===== src/rtl/i2s_tx_channel.sv =====
`default_nettype none
// ============================================================================
//  Module      : i2s_tx_channel
//  Description : I2S transmit channel. Two prefetch buffers feed one or two
//                serial shift registers. Words restart on word-select edges.
//                Optional macro I2S_TX_UNDERRUN_REPEAT_EN makes an underrun
//                resend the channel's last word instead of zeros.
//  Revision    : 1.0 - initial release
// ============================================================================
module i2s_tx_channel (
  input  logic        sck_i,
  input  logic        rst_i,
  input  logic        i2s_ws_i,
  output logic        i2s_ch0_o,
  output logic        i2s_ch1_o,
  input  logic [31:0] fifo_data_i,
  input  logic        fifo_data_valid_i,
  output logic        fifo_data_ready_o,
  output logic        fifo_err_o,
  input  logic        cfg_en_i,
  input  logic        cfg_2ch_i,
  input  logic [4:0]  cfg_wlen_i,
  input  logic        cfg_lsb_first_i
);

  localparam logic [1:0] c_idle    = 2'd0;
  localparam logic [1:0] c_wait_ws = 2'd1;
  localparam logic [1:0] c_run     = 2'd2;

  logic [1:0]  r_ws_sync;
  logic [1:0]  r_state;
  logic [4:0]  r_cnt;
  logic [31:0] r_buf0;
  logic [31:0] r_buf1;
  logic        r_buf0_v;
  logic        r_buf1_v;
  logic [31:0] r_sh0;
  logic [31:0] r_sh1;
  logic        r_err;

  logic        w_ws_edge;
  logic        w_accept;
  logic        w_reload;
  logic        w_under;
  logic        w_stop;
  logic [31:0] w_fill0;
  logic [31:0] w_fill1;
  logic [31:0] w_load0;
  logic [31:0] w_load1;

  assign w_ws_edge = r_ws_sync[1] ^ r_ws_sync[0];
  assign fifo_data_ready_o = (r_state != c_idle) & (~r_buf0_v | (cfg_2ch_i & ~r_buf1_v));
  assign w_accept = fifo_data_valid_i & fifo_data_ready_o;

  // Leaving RUN on a word-select edge with the channel disabled wins over a reload.
  assign w_stop = (r_state == c_run) & w_ws_edge & ~cfg_en_i;

  // A reload happens when RUN is entered and at the last bit of every word.
  assign w_reload = ((r_state == c_wait_ws) & cfg_en_i & w_ws_edge) |
                    ((r_state == c_run) & ~w_stop & (r_cnt == cfg_wlen_i));

  assign w_under = ~r_buf0_v | (cfg_2ch_i & ~r_buf1_v);

`ifdef I2S_TX_UNDERRUN_REPEAT_EN
  logic [31:0] r_last0;
  logic [31:0] r_last1;

  // Remember the last word actually loaded from each buffer for underrun repeat.
  always_ff @(posedge sck_i) begin
    if (rst_i) begin
      r_last0 <= 32'h0;
      r_last1 <= 32'h0;
    end else if (w_reload) begin
      if (r_buf0_v) r_last0 <= r_buf0;
      if (cfg_2ch_i && r_buf1_v) r_last1 <= r_buf1;
    end
  end

  assign w_fill0 = r_last0;
  assign w_fill1 = r_last1;
`else
  assign w_fill0 = 32'h0;
  assign w_fill1 = 32'h0;
`endif

  assign w_load0 = r_buf0_v ? r_buf0 : w_fill0;
  assign w_load1 = !cfg_2ch_i ? 32'h0 : (r_buf1_v ? r_buf1 : w_fill1);

  // Word-select synchroniser and channel state machine.
  always_ff @(posedge sck_i) begin
    if (rst_i) begin
      r_ws_sync <= 2'b00;
      r_state   <= c_idle;
    end else begin
      r_ws_sync <= {r_ws_sync[0], i2s_ws_i};
      case (r_state)
        c_idle:    if (cfg_en_i) r_state <= c_wait_ws;
        c_wait_ws: begin
          if (!cfg_en_i)      r_state <= c_idle;
          else if (w_ws_edge) r_state <= c_run;
        end
        c_run:     if (w_stop) r_state <= c_idle;
        default:   r_state <= c_idle;
      endcase
    end
  end

  // Prefetch buffers; a reload frees both, so a same-cycle word lands in buf0.
  always_ff @(posedge sck_i) begin
    if (rst_i) begin
      r_buf0   <= 32'h0;
      r_buf1   <= 32'h0;
      r_buf0_v <= 1'b0;
      r_buf1_v <= 1'b0;
    end else if (r_state == c_idle) begin
      r_buf0_v <= 1'b0;
      r_buf1_v <= 1'b0;
    end else if (w_reload) begin
      r_buf1_v <= 1'b0;
      r_buf0_v <= w_accept;
      if (w_accept) r_buf0 <= fifo_data_i;
    end else if (w_accept) begin
      if (!r_buf0_v) begin
        r_buf0   <= fifo_data_i;
        r_buf0_v <= 1'b1;
      end else begin
        r_buf1   <= fifo_data_i;
        r_buf1_v <= 1'b1;
      end
    end
  end

  // Shift registers, bit counter and underrun pulse.
  always_ff @(posedge sck_i) begin
    if (rst_i) begin
      r_sh0 <= 32'h0;
      r_sh1 <= 32'h0;
      r_cnt <= 5'd0;
      r_err <= 1'b0;
    end else begin
      r_err <= w_reload & w_under;
      if (w_reload) begin
        r_sh0 <= w_load0;
        r_sh1 <= w_load1;
        r_cnt <= 5'd0;
      end else if ((r_state == c_run) && (r_cnt != cfg_wlen_i)) begin
        r_cnt <= r_cnt + 5'd1;
        if (cfg_lsb_first_i) begin
          r_sh0 <= r_sh0 >> 1;
          r_sh1 <= r_sh1 >> 1;
        end else begin
          r_sh0 <= r_sh0 << 1;
          r_sh1 <= r_sh1 << 1;
        end
      end
    end
  end

  assign fifo_err_o = r_err;
  assign i2s_ch0_o  = (r_state == c_run) & (cfg_lsb_first_i ? r_sh0[0] : r_sh0[cfg_wlen_i]);
  assign i2s_ch1_o  = (r_state == c_run) & cfg_2ch_i &
                      (cfg_lsb_first_i ? r_sh1[0] : r_sh1[cfg_wlen_i]);

endmodule
`default_nettype wire


===== config.mk =====
export PLATFORM = sky130hd
export DESIGN_NAME = i2s_tx_channel
export DESIGN_NICKNAME = d
export VERILOG_FILES = /design/src/rtl/i2s_tx_channel.sv
export SDC_FILE = /design/constraint.sdc
export NUM_CORES = 1
export LEC_CHECK = 0
export BUFFER_PORTS_ARGS = -buffer_cell sky130_fd_sc_hd__clkbuf_2
export CAP_MARGIN = 20
export CORE_ASPECT_RATIO = 0.6
export CORE_MARGIN = 2
export CORE_UTILIZATION = 61
export DETAILED_ROUTE_END_ITERATION = 8
export GPL_ROUTABILITY_DRIVEN = 1
export GPL_TIMING_DRIVEN = 0
export PLACE_DENSITY = 0.79
export SYNTH_ARGS = -nofsm -noshare
export SYNTH_HDL_FRONTEND = slang
export SYNTH_SLANG_ARGS = --single-unit
export TNS_END_PERCENT = 50

===== constraint.sdc =====
create_clock -name sck_i -period 2.2 [get_ports sck_i]
set_clock_uncertainty 0.15 [all_clocks]
set_input_delay 0 -clock sck_i [delete_from_list [all_inputs] [get_ports sck_i]]
set_output_delay 0 -clock sck_i [all_outputs]
set_load 0.02 [all_outputs]

---- Yosys cells after proc, flatten, opt, wreduce, memory -nomap -nowiden ----
Cells that the tools add are included.
cells by class
  bitwise gates (word level) .............. 22
  order comparisons ....................... 1
  reduce and logical (&&, ||, !) cells .... 12
  add/subtract/negate cells ............... 1
  eq/ne operators ......................... 8
  multiplexer cells ....................... 26
operators by type and width
  operator                                                               number
  32-bit 2-to-1 mux                                                      13
  1-bit bitwise AND                                                      13
  1-bit binary-select mux with 5-bit select                              2
  2-bit 2-to-1 mux                                                       4
  5-bit by 6-bit < comparator with 1-bit output, second input constant   1
  1-bit 2-to-1 mux                                                       6
  1-bit inverter                                                         6
  2-bit one-hot mux with 3 select lines                                  1
  3-bit AND reduction                                                    2
  2-bit nonzero test                                                     3
  5-bit by 1-bit adder with 5-bit output, second input constant          1
  5-bit equality test                                                    1
  5-bit != test                                                          1
  2-bit != test, second input constant                                   2
  4-bit AND reduction                                                    1
  2-bit OR reduction                                                     2
  3-bit != test, second input constant                                   1
  3-bit OR reduction                                                     1
  2-bit by 1-bit equality test with 1-bit output, second input constant  1
  2-bit equality test, second input constant                             1
  2-bit logical NOT                                                      1
  2-bit by 1-bit != test with 1-bit output, second input constant        1
  1-bit OR                                                               2
  2-bit AND reduction                                                    1
  2 further kinds                                                        2
word-level totals
  register bits after elaboration ......... 140
  logic and storage cells ................. 80
  output and inout bits ................... 4
  bits of input ports ..................... 44

---- Logic depth before layout (Yosys ltp) ----
  depth after elaboration ................. 9
  depth in mapped cells ................... 9

---- Worst setup path after synthesis ----
Ideal clock, no wire load.
  path type ............................... reg2out
  start ................................... reg r_state[1]
  end ..................................... out i2s_ch1_o
  cell stages (with the launch flop) ...... 6
  setup slack ............................. 0.231 ns
  arrival ................................. 1.819 ns
  data required time ...................... 2.050 ns
  cells stage by stage .................... dfxtp_1 nor2b_1 clkbuf_1 clkbuf_1 o211ai_1 nor4_1
between the ends
  cells in the longest elaborated chain, start to end .. 3
RTL lines
  what                            RTL line  text
  from (decl)                     31        logic [1:0] r_state;
  from (signal assigned)          93        r_state <= c_idle;
  from (signal assigned)          97        c_idle: if (cfg_en_i) r_state <= c_wait_ws;
  from (signal assigned)          99        if (!cfg_en_i) r_state <= c_idle;
  2-bit equality test             161       assign i2s_ch1_o = (r_state == c_run) & cfg_2ch_i &
  1-bit bitwise AND (2 in a row)  161
  to (decl)                       15        output logic i2s_ch1_o,
Every way passes these cells.

---- Final worst setup path ----
  start ................................... reg r_sh1[0]
  end ..................................... out i2s_ch1_o
between the ends
  cells in the longest elaborated chain, start to end .. 4
RTL lines
  what                                       RTL line  text
  from (decl)                                38        logic [31:0] r_sh1;
  from (signal assigned)                     144       r_sh1 <= w_load1;
  from (signal assigned)                     150       r_sh1 <= r_sh1 >> 1;
  from (signal assigned)                     153       r_sh1 <= r_sh1 << 1;
  1-bit binary-select mux with 5-bit select  162       (cfg_lsb_first_i ? r_sh1[0] : r_sh1[cfg_wlen_i]);
  1-bit 2-to-1 mux (implied by the code)     162
  1-bit 2-to-1 mux (*)                       162
  1-bit bitwise AND (*)                      161
Mark *: on every way between the ends. The rest lies on a longest branch, timed or not. The select of a mux whose other input is x is not followed.

==> metrics <==
first-pass GRT wire length=between 30,000 and 40,000 um; root buffer cell=clkbuf_16; via count=6,198; number of max-cap violations=0; setup slack, reg-to-reg=approximately 0.04 ns; Sink Count=140; overall power=between 6000 and 7000 uW; Num CTS Buffers=17; Clock transition at path regs=0.06 ns; CTS Buffer Depth=2; Crit path required time=around 2.1 ns; row count=30; Global Route Usage Sum=32.7%; Synth cell types=44; mean area per synthesized cell=a little under 10 um^2; Synthesis Warnings=0; cell area after synthesis=between 0.007 and 0.008 mm^2; pre-CTS setup slack=-0.0940 ns; largest cells by area after synthesis=dfxtp_1, mux2i_1, o2bb2ai_1, nand2b_1, o22ai_1; DRT antenna net count=0; Gate Count Post-Synth=slightly above 700; final hold violations=0; setup ws final=0.0120 ns; max-slew violation count=0; Setup crit end kind=output port; Final min period=around 2.2 ns; Setup CP Type=reg2out; Max Fanout on Critical Path=4; Leak Pwr=slightly above 0.003 uW; GP Congestion=0.927; wire per inst=roughly 20 um; top-area cell type share of the netlist area=39.4%; CP Data Arrival Time=between 2 and 2.5 ns; fin crit share=~99%; status=finished, final reports clean; initial antenna violation count=0; First DRT Iteration DRCs=approximately 620; Detail Placement HPWL=13,500 um; Pre-Repair DR Iteration Count=5; Post-Synthesis Net Count=between 700 and 800; CTS tree=built; post-placement cell count=approximately 920; final std cells w/o fill=a little under 1,000; core area=about 0.011 mm^2; Most used DFF post-synth=dfxtp_1; DRC=0; IO Count=48; Die X=roughly 140 um; final setup fails=0; RSZ-0062 raised after global routing=true; Hold Path Class=in2reg; kind of start point of the critical path=flop; vias in the first global route=a little over 6,000; Buffers on Ports=42; largest area contributor in the netlist=dfxtp_1; Congestion Overflow GR=0; Seq/Total Area, Yosys=39.4%; Relative slew margins=roughly 45%; drt via density=~6.2; die height=slightly below 90 um; commonest cells after routing, fill and taps aside=dfxtp_1, mux2i_1, nand2_1, nand2b_1, o2bb2ai_1; VDD IR max=a little over 0.5 mV; number of synthesized register bits=140; largest net degree at the start of global routing=19; H-tree level count=4; final net count=approximately 870; Synth-to-Final Area Change=22.3%; die area=between 0.01 and 0.015 mm^2; final WL=roughly 20,000 um; asr flop ratio synth=0%; layout cells sized above 1=19.8%; ANT cells=0; Initial Utilization=~63%; Post-synth EDFFs=0; Worst-Skew Late Latency=0.42 ns; most common cell after layout, fill and taps aside=dfxtp_1; pwr dens=725 mW/mm^2; Worst Max-Slew Pin Slew=between 0.8 and 0.9 ns; f_max=roughly 0.46 GHz
==> final cells by class <==
cell class                 count  area [um^2]
multi-input combinational    510         4040
sequential                   140         2810
fill                         771         2630
timing repair buffer          82          628
clock buffer                  19          443
buffer                        66          389
tap                          160          200
clock inverter                13          186
inverter                       4         15.0
==> timing repair <==
item | in CTS | in global routing
setup buffers | 1 | 2
pin swaps | 2 | 1
resized for setup | 9 | 45
cloned | 0 | 0
endpoints found under the hold margin | 74 | 0
endpoints found under the setup margin | 77 | 133
hold buffers | 37 | 0
==> state kept, by name, summed over array words and instances (netlist names) <==
name	cells
r_buf0	32
r_buf1	32
r_sh0	32
r_sh1	32
r_cnt	5
r_state	2
r_ws_sync	2
fifo_err_o	1
r_buf0_v	1
r_buf1_v	1
==> report_power, final <==
part / total [uW] / internal (uW) / leakage [uW] / switching (uW)
sequential: 2650 / 2590 / 0.00113 / 53.7
combinational: 583 / 274 / 0.00168 / 309
clock: 3090 / 1940 / 0.000308 / 1150
==> metal layers <==
layer  routed length [um]  GRT usage (%)
met3                 1760           6.40
met5                    0              0
met1                 8860           45.2
met2                 8960           51.7
met4                  398           11.8
==> critical path: stages, from the launching register on <==
cell      delay [ns]
dfxtp_1         0.38
mux4_2          0.47
mux2_2          0.31
nor4_4          0.19
nor4_2          0.11
clkbuf_2        0.17
==> final timing paths <==
path         startpoint      endpoint  cells after the start
max            r_sh1[0]     i2s_ch1_o                      5
min            i2s_ws_i  r_ws_sync[0]                      3
max reg2reg    r_cnt[3]      r_sh0[2]                      8
min reg2reg  r_buf1[20]     r_sh1[20]                      1
==> synthesized netlist by cell type, types with 2 or more instances <==
cell type	number
clkbuf_1	35
nand2_1	66
a211oi_1	3
buf_4	7
or3_1	2
mux2i_1	129
buf_2	19
dfxtp_1	140
nand3_1	3
o22ai_1	60
nand4_1	2
or4b_1	2
nand3b_1	2
nor3_1	2
mux2_2	5
nor2_1	42
o2bb2ai_1	62
inv_1	4
mux4_2	16
a21oi_1	5
nor2b_1	8
xor2_1	2
buf_6	6
a21oi_4	2
o21ai_1	2
o21ai_0	4
xnor2_1	6
nand2b_1	66
nor4_1	4
==> cell families (layout without fill, tap and decap cells) <==
group,Yosys count,count (layout),synth area share [%]
AND/OR/NAND/NOR,205,205,14.5
multiplexers,150,150,24.0
AO/OA/AOI/OAI,146,146,15.9
flip-flops,140,140,39.4
buffers and inverters,71,184,5.08
XOR/XNOR,8,8,0.984
adder cells (fa/ha/maj),1,1,0.176
==> metrics by stage <==
stage	hold slack, ns	setup TNS [ns]	instance area (um^2)	util, %
after floorplan	-0.0218	0	7120	-
after global placement	0.0712	-0.131	7530	66.4
after detailed placement	0.0740	-1.32	7530	66.4
after CTS	0.192	-0.00483	8570	75.6
after global routing	0.229	-0.0776	8710	76.8
final	0.191	0	8710	76.8
Note: power is estimated with default switching activity, not from simulation.
